--- src/rtl/aes128_sbox_scheduler.sv ---
// Issue sequencer for the shared masked S-box: feeds 4 key bytes then 16 state bytes
// per round, tracks in-flight bytes for write-back and strobes the linear layer.
module aes128_sbox_scheduler #(
    parameter int unsigned PIPE_STAGES = 3,
    parameter int unsigned NUM_ROUNDS  = 10
) (
    input  logic       in_clock,
    input  logic       in_reset,
    input  logic       in_start,
    input  logic       in_rand_ok,
    output logic       out_ready,
    output logic       out_sbox_valid,
    output logic [4:0] out_sbox_sel,
    output logic       out_wb_valid,
    output logic [4:0] out_wb_sel,
    output logic [3:0] out_round,
    output logic       out_round_end,
    output logic       out_last_round,
    output logic       out_done
);

    typedef enum logic [1:0] {IDLE, ISSUE, DRAIN, LINEAR} state_t;

    state_t                 state_q, state_d;
    logic [4:0]             count_q, count_d;
    logic [3:0]             round_q, round_d;
    logic [PIPE_STAGES-1:0] pipe_valid_q, pipe_valid_d;
    logic [4:0]             pipe_sel_q [PIPE_STAGES];
    logic [4:0]             pipe_sel_d [PIPE_STAGES];

    logic       issue;
    logic [4:0] issue_sel;
    logic       upstream_busy;
    logic       last_round;

    always_comb begin
        issue      = (state_q == ISSUE) && in_rand_ok;
        // Key bytes 16..19 first, then state bytes 0..15.
        issue_sel  = (count_q < 5'd4) ? count_q + 5'd16 : count_q - 5'd4;
        last_round = (round_q == 4'(NUM_ROUNDS));

        // The final stage is being written back this cycle, so only earlier stages keep DRAIN alive.
        upstream_busy = 1'b0;
        for (int unsigned i = 0; i + 1 < PIPE_STAGES; i++) begin
            upstream_busy = upstream_busy | pipe_valid_q[i];
        end

        pipe_valid_d    = '0;
        pipe_sel_d      = '{default: '0};
        pipe_valid_d[0] = issue;
        pipe_sel_d[0]   = issue ? issue_sel : '0;
        for (int unsigned i = 1; i < PIPE_STAGES; i++) begin
            pipe_valid_d[i] = pipe_valid_q[i-1];
            pipe_sel_d[i]   = pipe_sel_q[i-1];
        end

        state_d = state_q;
        count_d = count_q;
        round_d = round_q;
        case (state_q)
            IDLE: begin
                if (in_start) begin
                    state_d = ISSUE;
                    round_d = 4'd1;
                    count_d = '0;
                end
            end
            ISSUE: begin
                if (issue) begin
                    count_d = count_q + 5'd1;
                    if (count_q == 5'd19) state_d = DRAIN;
                end
            end
            DRAIN: begin
                if (!upstream_busy) state_d = LINEAR;
            end
            LINEAR: begin
                count_d = '0;
                if (last_round) begin
                    state_d = IDLE;
                    round_d = '0;
                end else begin
                    state_d = ISSUE;
                    round_d = round_q + 4'd1;
                end
            end
            default: state_d = IDLE;
        endcase
    end

    always_ff @(posedge in_clock) begin
        if (in_reset) begin
            state_q      <= IDLE;
            count_q      <= '0;
            round_q      <= '0;
            pipe_valid_q <= '0;
            for (int unsigned i = 0; i < PIPE_STAGES; i++) pipe_sel_q[i] <= '0;
        end else begin
            state_q      <= state_d;
            count_q      <= count_d;
            round_q      <= round_d;
            pipe_valid_q <= pipe_valid_d;
            for (int unsigned i = 0; i < PIPE_STAGES; i++) pipe_sel_q[i] <= pipe_sel_d[i];
        end
    end

    assign out_ready      = (state_q == IDLE);
    assign out_sbox_valid = issue;
    assign out_sbox_sel   = issue ? issue_sel : '0;
    assign out_wb_valid   = pipe_valid_q[PIPE_STAGES-1];
    assign out_wb_sel     = pipe_sel_q[PIPE_STAGES-1];
    assign out_round      = round_q;
    assign out_round_end  = (state_q == LINEAR);
    assign out_last_round = (state_q == LINEAR) && last_round;
    assign out_done       = (state_q == LINEAR) && last_round;

endmodule

--- config.mk ---
export PLATFORM = sky130hd
export DESIGN_NAME = aes128_sbox_scheduler
export DESIGN_NICKNAME = d
export VERILOG_FILES = /design/src/rtl/aes128_sbox_scheduler.sv
export SDC_FILE = /design/constraint.sdc
export NUM_CORES = 1
export LEC_CHECK = 0
export BUFFER_PORTS_ARGS = -buffer_cell sky130_fd_sc_hd__buf_4
export CORE_AREA = 2 2 50 52
export CTS_BUF_LIST = sky130_fd_sc_hd__clkbuf_2
export CTS_CLUSTER_SIZE = 16
export DETAILED_ROUTE_END_ITERATION = 10
export DIE_AREA = 0 0 52 54
export PLACE_DENSITY = 0.81
export SKIP_LAST_GASP = 1
export SYNTH_ARGS = -nofsm -noshare
export SYNTH_HDL_FRONTEND = slang
export SYNTH_SLANG_ARGS = --single-unit
--- constraint.sdc ---
create_clock -name in_clock -period 3.03 [get_ports in_clock]
set_clock_uncertainty 0.15 [all_clocks]
set_input_delay 0.1515 -clock in_clock [delete_from_list [all_inputs] [get_ports in_clock]]
set_output_delay 0.1515 -clock in_clock [all_outputs]
set_load 0.005 [all_outputs]
After elaboration in Yosys (flattened, before gate mapping)
Memory sizes are Yosys's and may differ from the RTL's.
Index checks and enable logic that the tools add are counted.

operators by class
  bitwise logic cells = 4
  reduce and logical (&&, ||, !) cells = 8
  multiplexer cells = 20
  eq/ne operators = 9
  add/sub/neg operators = 4
  order comparisons = 1

operators by type and width
  cell                                                 count
  two-way mux 5 bit                                    7
  one-hot mux 5 bit (3 select lines)                   1
  two-way mux 2 bit                                    4
  two-way mux 4 bit                                    2
  one-hot mux 2 bit (4 select lines)                   1
  one-hot mux 4 bit (2 select lines)                   1
  != test 2 bit (second input constant)                3
  adder 5 x 1 -> 5 bit (second input constant)         1
  adder 5 bit (second input constant)                  1
  == test 5 bit (second input constant)                1
  < comparator 5 x 3 -> 1 bit (second input constant)  1
  subtractor 5 x 3 -> 5 bit (second input constant)    1
  adder 4 x 1 -> 4 bit (second input constant)         1
  == test 2 bit (second input constant)                2
  == test 4 bit (second input constant)                1
  two-way mux 1 bit                                    4
  OR 1 bit                                             4
  AND reduction 4 bit                                  1
  AND reduction 3 bit                                  1
  nonzero test 3 bit                                   1
  == test 2 x 1 -> 1 bit (second input constant)       1
  logical AND 1 bit                                    2
  logical NOT 2 bit                                    1
  != test 2 x 1 -> 1 bit (second input constant)       1
  2 further kinds                                      2

storage, ports and cells
  register bits = 14
  memories = 1
  memory bits (writable) = 15
  bits of input ports = 4

memory list
  name        depth  bits a word  read ports  clocked after Yosys merged registers in  write ports  RTL line  RTL
  pipe_sel_q  3      5            3           0                                        3            28        logic [4:0] pipe_sel_q [PIPE_STAGES];

Longest topological paths before layout
Gate-level depths: netlist of the first run.

  depth after elaboration = 4
  mapped depth = 8
  depth with buffers taken out = 6

Worst setup path after synthesis of the first run
Ideal clock, no wire load.

  kind = register to register
  start = register state_q[0]
  end = register count_q[2]
  period minus slack after synthesis = 1.693 ns
  cell stages (with the launch flop) = 7
  data arrival time = 1.415 ns
  path slack = 1.337 ns
  required time = 2.752 ns
  buffers on the path = 0
  cells stage by stage = dfxtp_1 -> inv_1 -> ha_1 -> and2b_1 -> a211o_1 -> a22oi_1 -> nor2_1

between the ends
  elaborated cells between the ends (all ways) = 9

RTL lines
  element                                                               RTL line  RTL
  from (decl)                                                           24        state_t state_q, state_d;
  from (signal assigned)                                                99        state_q <= state_d;
  logical NOT 2 bit (*)                                                 -
  net out_ready                                                         11        output logic out_ready,
  != test 2 bit (no line) / nonzero test 3 bit (equally long branches)  -
  AND reduction 3 bit (no line)                                         -
  to (signal assigned)                                                  100       count_q <= count_d;
  to (decl)                                                             25        logic [4:0] count_q, count_d;

The timed path passes the listed nets; every way through them passes the cells marked *.
A chain may end at the register's enable or synchronous reset.

Worst setup path after layout of the first run
  start = register state_q[1]
  end = register count_q[1]

between the ends
  longest elaborated chain between the ends = 4
  elaborated cells between the ends (all ways) = 9

RTL lines
  element                        RTL line  RTL
  == test 2 x 1 -> 1 bit         37, 60
  logical AND 1 bit              37        issue = (state_q == ISSUE) && in_rand_ok;
  != test 2 bit (no line)        -
  AND reduction 3 bit (no line)  -

Parallel ways exist; a longest one is shown, timed or not.

==> impl_metrics.csv, run 1 <==
group,metric,value,unit
clock_network,tritoncts,"built",
sta,layout_setup_ws,0.645,ns
power_and_ir_drop,power_leakage,0.693,nW
drt,route.top_layer_used,"met4",
sta,unrepaired_setup_endpoints_after_global_routing,"false",
sta,post-route-period-util,78.7,%
power_and_ir_drop,p_per_area,629,nW/µm²
setup_path,worstReg2RegStart,"state_q[1]",
yosys,syn-num-nets,156,
setup_path,worstRegToRegCells,7,
setup_path,critical_path_required,3.14,ns
die,fp.dieW,52,µm
sta,timing.slew.headroom,70.8,%
die,starting_density,56.8,%
grt,grt-ovfl-total,0,
setup_path,worst-path-max-fanout,6,
finish,finish.net_count,177,
drt,drc_errors,0,
placed_design,post-place-ws,1.16,ns
clock_network,cts_num_sinks,29,
yosys,netlist_area,1320,µm²
drt,routed_met3_length,137,µm
sta,min_period,2.38,ns
grt,global_route.usage.total,20.3,%
job,max_cap_violations,0,
setup_path,worst-r2r-setup-slack,0.65,ns
placed_design,port_buffers,23,
finish,antenna_cells,0,
finish,layout-area-overhead-vs-synth,15.5,%
die,core.rowCount,18,
setup_path,critPathCapture,"count_q[1]",
drt,detail_route.wirelength.met1,1.03,mm
sta,tns,0,ns
die,full_die_area,2810,µm²
sta,report.final.setup_viol,0,
clock_network,cts_made_buffers,5,
setup_path,worstSetupStartpointType,"flip-flop",
grt,antenna_found_initial,0,
clock_network,clockBufferDepth,2,
drt,wire_per_inst,12.2,µm
grt,grt_start_max_net_pins,28,
sta,final-max-slew-violation-count,0,
status,outcome,"finished clean",
yosys,post_synth_inst_count,141,
setup_path,worst-endpoint-arrival,2.49,ns
setup_path,regToRegEndpoint,"count_q[1]",
sta,timing.final.hold_violations,0,
yosys,yosysWarnings,0,
clock_network,clock-root-buffer,"clkbuf_2",
yosys,postSynthAreaPerCell,9.34,µm²
finish,final_cell_mix,"dfxtp_1 (29), buf_4 (23), nor2_1 (13)",
placed_design,place_congestion,0.823,
drt,wl,2.35,mm
finish,final_layout_size_suffix_gt1_share,19.6,%
drt,drtIter0Drc,15,
sta,max_clock_freq,419,MHz
clock_network,worstSkewPairLatency,0.36,ns
yosys,ys_ff_latch,29,
grt,first_global_vias,931,
finish,layout_commonest_cell,"dfxtp_1",
die,floorplan.io_pins,24,
finish,n_fill_cell,197,
clock_network,cts_repair_resizes,0,
die,die_h,54,µm
drt,postRouteAntennaNets,0,
sta,worst-slew-pin-transition,0.434,ns
die,core_region_area,2320,µm²
drt,routed_via_count_divided_by_cell_count,5.35,
clock_network,cts_max_level,2,
placed_design,dpl_hpwl,1.71,mm
yosys,synth.yosys.seq_area_share,44.1,%
power_and_ir_drop,total_power,957,µW
setup_path,timing.critical_path.from,"state_q[1]",
setup_path,timing_worst_setup_path_type,"flip-flop to flip-flop",
setup_path,crit_path_end_kind,"flip-flop",
drt,wl_met2,1.14,mm
drt,detailedRoute.firstPassIterationCount,4,
worst_hold_path,hold_path_class,"input pin to flip-flop",
grt,global_route_wire_length_before_repair,4.07,mm
yosys,yosysUniqueCellTypes,33,
power_and_ir_drop,maximum_vdd_drop,605,µV
clock_network,cts.reportedPaths.clkPinSlew,0.16,ns
drt,detailroute.via_count,1033,
worst min-delay path by stage:
| stage | endpoint | startpoint | cells past startpoint | slack [ns] |
|---|---|---|---|---|
| 6_report | count_q[0] | in_start | 5 | 0.25 |
| 5_1_grt | count_q[3] | in_start | 5 | 0.27 |
| 4_1_cts | count_q[0] | in_start | 5 | 0.22 |
| 3_5_place_dp | pipe_sel_q[0][12] | pipe_sel_q[0][7] | 1 | 0.28 |
| 3_3_place_gp | pipe_sel_q[0][6] | pipe_sel_q[0][1] | 1 | 0.27 |
| 2_1_floorplan | pipe_sel_q[0][10] | pipe_sel_q[0][5] | 1 | 0.26 |
cells by family (layout without fill, tap and decap cells):
group | count (synthesis) | count (layout) | share of synthesized area (%)
AO/OA/AOI/OAI | 23 | 23 | 13.5
adder cells (fa/ha/maj) | 11 | 11 | 10.4
buffers and inverters | 21 | 43 | 8.17
flip-flops | 29 | 29 | 44.1
multiplexers | 1 | 1 | 0.760
AND/OR/NAND/NOR | 56 | 56 | 23.1
cells in the mapped netlist, drive strengths merged:
master	count	area, µm²
nand2	6	22.5
nand3b	1	7.51
mux2i	1	10.0
nor2	13	48.8
buf	9	62.6
nor2b	12	75.1
nand4	2	18.8
nor4	2	12.5
a221oi	1	15.0
a2bb2oi	1	8.76
a21oi	4	20.0
nand3	4	20.0
nor3	4	20.0
o21ai	5	25.0
and3	4	25.0
and2b	1	7.51
and2	2	12.5
ha	11	138
inv	9	33.8
a32oi	1	8.76
a211oi	4	42.5
a211o	4	35.0
or3	3	18.8
or3b	1	8.76
nand2b	1	6.26
dfxtp	29	581
clkbuf	3	11.3
a22oi	2	15.0
o21a	1	7.51
worst max-delay path, stage by stage, from the launching register on:
cell and delay (ns):
dfxtp_1 0.46, inv_1 0.10, ha_1 0.26, and2b_1 0.27, a211o_1 0.27, a32oi_1 0.15, nor2_1 0.06, dlygate4sd3_1 0.56
report_power, final:
part	switching [mW]	internal [mW]
clock	0.131	0.0504
combinational	0.186	0.150
sequential	0.0287	0.411
total	0.345	0.612
flip-flops by register name (all words and copies together), names as in the netlist:
signal and flops:
state_q 2, pipe_sel_q 15, out_round 4, pipe_valid_q 3
count_q 5
area by class of cell:
class	count	area [µm²]	area share [%]
clock buffer	5	25.0	1.64
multi-input combinational	91	629	41.4
clock inverter	3	12.5	0.822
inverter	9	33.8	2.22
timing repair buffer	26	203	13.3
sequential	29	581	38.2
tap	30	37.5	2.47
per-stage QoR:
| stage | util (%) | std cells | area, µm² | hold slack (ns) |
|---|---|---|---|---|
| 6_report | 65.6 | 193 | 1520 | 0.253 |
| 5_1_grt | 65.6 | 193 | 1520 | 0.273 |
| 4_1_cts | 65.6 | 193 | 1520 | 0.225 |
| 3_5_place_dp | 62.7 | 182 | 1450 | 0.280 |
| 3_3_place_gp | 62.7 | 182 | 1450 | 0.266 |
| 2_1_floorplan | - | 141 | 1320 | 0.264 |
layer usage:
metal	vias to the layer above	track usage (%)
met4	0	9.65
met3	6	7.78
met5	-	0
met2	27	34.0
met1	481	22.7
li1	519	-
timing repair:
| item | in CTS | in global routing |
|---|---|---|
| hold endpoints to repair | 21 | 0 |
| setup endpoints to repair | 0 | 0 |
| buffers inserted | 0 | 0 |
| hold buffers | 3 | 0 |
(Power assumes the default switching activity.)
==> run 2, diff against run 1 <==
CORE_AREA = 2 2 54 56   (was 2 2 50 52)
DIE_AREA = 0 0 56 58   (was 0 0 52 54)
PLACE_DENSITY = 0.73   (was 0.81)
clock period = 2.1 ns   (was 3.03 ns; I/O delays follow)
==> run 2 against run 1 <==
  * Clock power up 47%
  * Count of clock-buffer cells in the layout up 1
  * Total power up 45%
  * Via count up 0.39%
  * Critical path depth down 2
  * Routed wire length up 0.94%
  * Cell count unchanged
  * Sequential share of layout area about the same
  * Combinational power up 46%
  * Critical path type is now flip-flop to primary output
  * Largest power group unchanged
==> impl_metrics.csv, run 2 (synthesis gave the netlist of run 1 again) <==
group,metric,value,unit
placed_design,place_congestion,0.794,
sta,max_clock_freq,518,MHz
setup_path,timing_worst_setup_path_type,"flip-flop to primary output",
finish,non_filler_instance_count_after_layout,193,
sta,timing.slew.headroom,72.2,%
die,full_die_area,3250,µm²
power_and_ir_drop,maximum_vdd_drop,589,µV
clock_network,clockBufferDepth,2,
sta,tns,0,ns
setup_path,critical_path_cell_count,5,
setup_path,cpMaxStageDelayCell,"dfxtp_1",
clock_network,cts_num_sinks,29,
setup_path,worst-endpoint-arrival,1.67,ns
power_and_ir_drop,power_leakage,0.691,nW
worst_hold_path,min_delay_path_depth,5,
drt,drtIter0Drc,28,
die,fp.dieW,56,µm
setup_path,worstSetupStartpointType,"flip-flop",
power_and_ir_drop,p_per_area,915,nW/µm²
drt,drc_errors,0,
finish,largest_register_ffs,15,
die,floorplan.io_pins,24,
finish,n_fill_cell,255,
drt,wl,2.37,mm
sta,timing.hold.ws,0.184,ns
sta,worst-slew-pin-transition,0.413,ns
sta,layout_setup_ws,0.171,ns
finish,layout_commonest_cell,"dfxtp_1",
finish,final-seq-area,581,µm²
drt,routed_via_count_divided_by_cell_count,5.37,
setup_path,worst-path-max-fanout,10,
clock_network,cts.reportedPaths.clkPinSlew,0.14,ns
placed_design,port_buffers,23,
drt,detailroute.via_count,1037,
finish,final_layout_size_suffix_gt1_share,22.2,%
sta,timing.final.hold_violations,0,
sta,min_period,1.93,ns
sta,unrepaired_setup_endpoints_after_global_routing,"false",
sta,report.final.setup_viol,0,
drt,detailedRoute.firstPassIterationCount,4,
die,core_region_area,2660,µm²
setup_path,critical_path_required,1.85,ns
status,outcome,"finished clean",
drt,wire_per_inst,12.3,µm
finish,final_cell_mix,"dfxtp_1 (29), buf_4 (23), nor2_1 (13)",
sta,final-max-slew-violation-count,0,
grt,first_global_vias,921,
grt,antenna_found_initial,0,
clock_network,cts_made_buffers,5,
placed_design,dpl_hpwl,1.70,mm
grt,grt_start_max_net_pins,28,
finish,finish.net_count,176,
setup_path,crit_chain,"inv_1 -> ha_2 -> nand2_2 -> nor3_1 -> buf_4",
die,core.rowCount,19,
setup_path,worstRegToRegCells,6,
clock_network,cts_max_level,2,
placed_design,placed_cell_area,1460,µm²
finish,largest-register,"pipe_sel_q",
drt,postRouteAntennaNets,0,
clock_network,clock-root-buffer,"clkbuf_2",
die,starting_density,49.5,%
setup_path,timing.critical_path.max_delay_family,"flip-flops",
placed_design,place.detailed.instances,183,
worst_hold_path,hold_path_class,"input pin to flip-flop",
die,die_h,58,µm
power_and_ir_drop,total_power,1.39,mW
clock_network,post_cts.repair.setup_buffers,0,
finish,share_of_the_core_filled_with_cells_in_the_final_layout,57.1,%
grt,global_route_wire_length_before_repair,3.95,mm
finish,antenna_cells,0,
sta,post-route-period-util,91.9,%
setup_path,path_buf_inv,2,
finish,multiInputGateArea,634,µm²
clock_network,worstSkewPairLatency,0.35,ns
grt,global_route.usage.total,16.0,%
job,max_cap_violations,0,
finish,layout-area-overhead-vs-synth,15.4,%
setup_path,crit_path_end_kind,"primary output",
finish,finalInstanceArea,1520,µm²
clock_network,tritoncts,"built",
placed_design,post-place-ws,0.213,ns
setup_path,cpPeakStageDelay,0.40,ns
grt,grt-ovfl-total,0,
run 2: cell count changes in the layout (fill, tap and decap cells not counted), sizes merged:
cell / delta
clkinv: -1
clkbuf: +1
dlygate4sd3: -1
run 2: what timing repair did:
action	CTS	global route
endpoints found under the hold margin	26	0
hold buffers	2	0
gates resized for setup	1	1
setup endpoints to repair	2	2
run 2: per-layer routing:
metal,vias to the layer above,GRT usage [%],part of all wire [%]
li1,515,-,-
met1,482,17.4,44
met2,32,27.6,47
met3,8,6.25,6.2
met4,0,7.14,2.4
met5,-,0,0
run 2: worst reg2reg max path: stages, from the launching register on:
cell,delay [ns]
dfxtp_1,0.46
inv_1,0.10
ha_1,0.26
and2b_1,0.27
a211oi_4,0.26
o21ai_1,0.13
a221oi_2,0.22
run 2: worst paths after layout:
check	slack [ns]	to	startpoint
worst min register to register	0.30	pipe_sel_q[0][9]	pipe_sel_q[0][4]
worst max register to register	0.18	state_q[0]	state_q[1]
worst min-delay path	0.18	count_q[0]	in_start
worst max-delay path	0.17	out_sbox_sel[3]	state_q[1]
run 2: final cells by class:
cell class	count	share of cell area [%]
Clock buffer	6	1.98
Clock inverter	2	0.658
Inverter	9	2.22
Multi-Input combinational cell	91	41.7
Sequential cell	29	38.2
Tap cell	31	2.55
Timing Repair Buffer	25	12.7
run 2: power by group:
| group | switching (mW) | total (mW) | leakage, nW | internal, mW |
|---|---|---|---|---|
| Sequential | 0.0430 | 0.636 | 0.235 | 0.593 |
| Clock | 0.182 | 0.266 | 0.0327 | 0.0835 |
| Combinational | 0.269 | 0.488 | 0.423 | 0.220 |
==> run 3, diff against run 2 <==
clock period = 1.6 ns   (was 2.1 ns; I/O delays follow)
==> run 3 against run 2 <==
  * The flow now finishes with violations (setup timing)
  * Cell count is 14% higher
  * Via count is 13% higher
  * Core utilization is 14 points higher
  * Count of clock-buffer cells in the layout is 1 lower
  * Sequential cell count stayed put
==> impl_metrics.csv, run 3 (synthesis gave the netlist of run 1 again) <==
group,metric,value,unit
grt,global_route.usage.total,19.3,%
clock_network,clock-root-buffer,"clkbuf_2",
finish,n_fill_cell,205,
sta,timing.hold.ws,0.0975,ns
clock_network,worstSkewPairLatency,0.34,ns
finish,largest-register,"pipe_sel_q",
die,fp.dieW,56,µm
finish,layout-area-overhead-vs-synth,44.2,%
sta,timing.slew.headroom,79.1,%
sta,layout_setup_ws,-0.117,ns
placed_design,dpl_hpwl,1.90,mm
finish,final_cell_mix,"buf_4 (49), dfxtp_1 (25), nor2b_1 (12)",
finish,layout_commonest_cell,"buf_4",
finish,largest_register_ffs,15,
placed_design,post-place-ws,-0.0528,ns
worst_hold_path,hold_path_class,"input pin to flip-flop",
clock_network,cts_made_buffers,5,
sta,worst-slew-pin-transition,0.311,ns
power_and_ir_drop,p_per_area,1230,nW/µm²
drt,wl,3.19,mm
grt,grt_start_max_net_pins,28,
drt,detailroute.via_count,1174,
finish,share_of_the_core_filled_with_cells_in_the_final_layout,71.3,%
power_and_ir_drop,total_power,2.34,mW
die,full_die_area,3250,µm²
sta,min_period,1.72,ns
die,core_region_area,2660,µm²
sta,tns,-0.782,ns
status,outcome,"finished with violations",
placed_design,placed_cell_area,1590,µm²
finish,non_filler_instance_count_after_layout,220,
clock_network,clockBufferDepth,2,
clock_network,cts_max_level,2,
job,max_cap_violations,0,
setup_path,crit_path_end_kind,"flip-flop",
placed_design,port_buffers,23,
drt,wl_met2,1.64,mm
drt,wire_per_inst,14.5,µm
grt,first_global_vias,1128,
finish,finish.net_count,203,
drt,route.top_layer_used,"met4",
grt,grt-ovfl-total,0,
setup_path,worstSetupStartpointType,"flip-flop",
clock_network,cts.reportedPaths.clkPinSlew,0.16,ns
drt,routed_via_count_divided_by_cell_count,5.34,
die,core.rowCount,19,
sta,timing.final.hold_violations,0,
power_and_ir_drop,maximum_vdd_drop,1080,µV
finish,antenna_cells,0,
sta,post-route-period-util,107,%
finish,finalInstanceArea,1900,µm²
placed_design,place_congestion,0.832,
finish,final_layout_size_suffix_gt1_share,51.9,%
grt,global_route_wire_length_before_repair,4.84,mm
die,floorplan.io_pins,24,
drt,routed_met3_length,158,µm
drt,drc_errors,0,
sta,unrepaired_setup_endpoints_after_global_routing,"true",
placed_design,place.detailed.instances,199,
sta,max_clock_freq,582,MHz
grt,antenna_found_initial,0,
sta,report.final.setup_viol,16,
clock_network,cts_num_sinks,29,
drt,postRouteAntennaNets,0,
setup_path,critical_path_required,1.70,ns
sta,final-max-slew-violation-count,0,
setup_path,worst-endpoint-arrival,1.82,ns
drt,detail_route.wirelength.met1,1.33,mm
drt,drtIter0Drc,43,
die,starting_density,49.5,%
clock_network,tritoncts,"built",
power_and_ir_drop,power_leakage,0.850,nW
drt,detailedRoute.firstPassIterationCount,6,
die,die_h,58,µm
setup_path,worst-path-max-fanout,4,
setup_path,timing_worst_setup_path_type,"flip-flop to flip-flop",
status,failed_checks,"setup timing",
## run 3: cell types whose count changed in the layout (fill, tap and decap cells not counted), sizes merged
cell and change:
clkinvlp +1, clkbuf -1, buf +27
## run 3: final timing paths
check | endpoint | depth (start not counted) | slack [ns] | startpoint
setup reg to reg | count_q[2] | 7 | -0.12 | state_q[0]
hold reg to reg | pipe_sel_q[0][12] | 1 | 0.31 | pipe_sel_q[0][7]
setup / recovery | count_q[2] | 7 | -0.12 | state_q[0]
hold / removal | count_q[3] | 5 | 0.1 | in_start
## run 3: timing repair
| item | in CTS | in global routing |
|---|---|---|
| pin swaps | 8 | 16 |
| endpoints found under the hold margin | 27 | 0 |
| hold buffers | 2 | 0 |
| buffers inserted | 9 | 3 |
| endpoints found under the setup margin | 18 | 20 |
| resized for setup | 23 | 24 |
## run 3: final cells by class
class	count	area, µm²	share of cell area [%]
clock buffer	5	25.0	1.32
clock inverter	3	17.5	0.922
inverter	9	43.8	2.31
multi-input combinational	91	782	41.2
sequential	29	593	31.2
tap	31	38.8	2.04
timing repair buffer	52	399	21.0
## run 3: routing by layer
layer | GRT usage, % | vias to the layer above
li1 | - | 571
met2 | 33.4 | 41
met3 | 5.36 | 9
met5 | 0 | -
met1 | 22.2 | 553
met4 | 8.84 | 0
## run 3: worst max-delay path, stage by stage (launching register included)
cell and delay (ns):
dfxtp_4 0.43, inv_6 0.05, ha_4 0.15, and2b_2 0.22, buf_4 0.15, a211o_1 0.24, a22oi_2 0.17, nor2_1 0.06
## run 3: report_power, final
part / leakage (nW) / internal (mW) / total (mW) / switching, mW
clock network: 0.0287 / 0.102 / 0.361 / 0.259
registers: 0.237 / 0.785 / 0.834 / 0.0489
logic: 0.584 / 0.610 / 1.14 / 0.531
total: 0.850 / 1.50 / 2.34 / 0.839
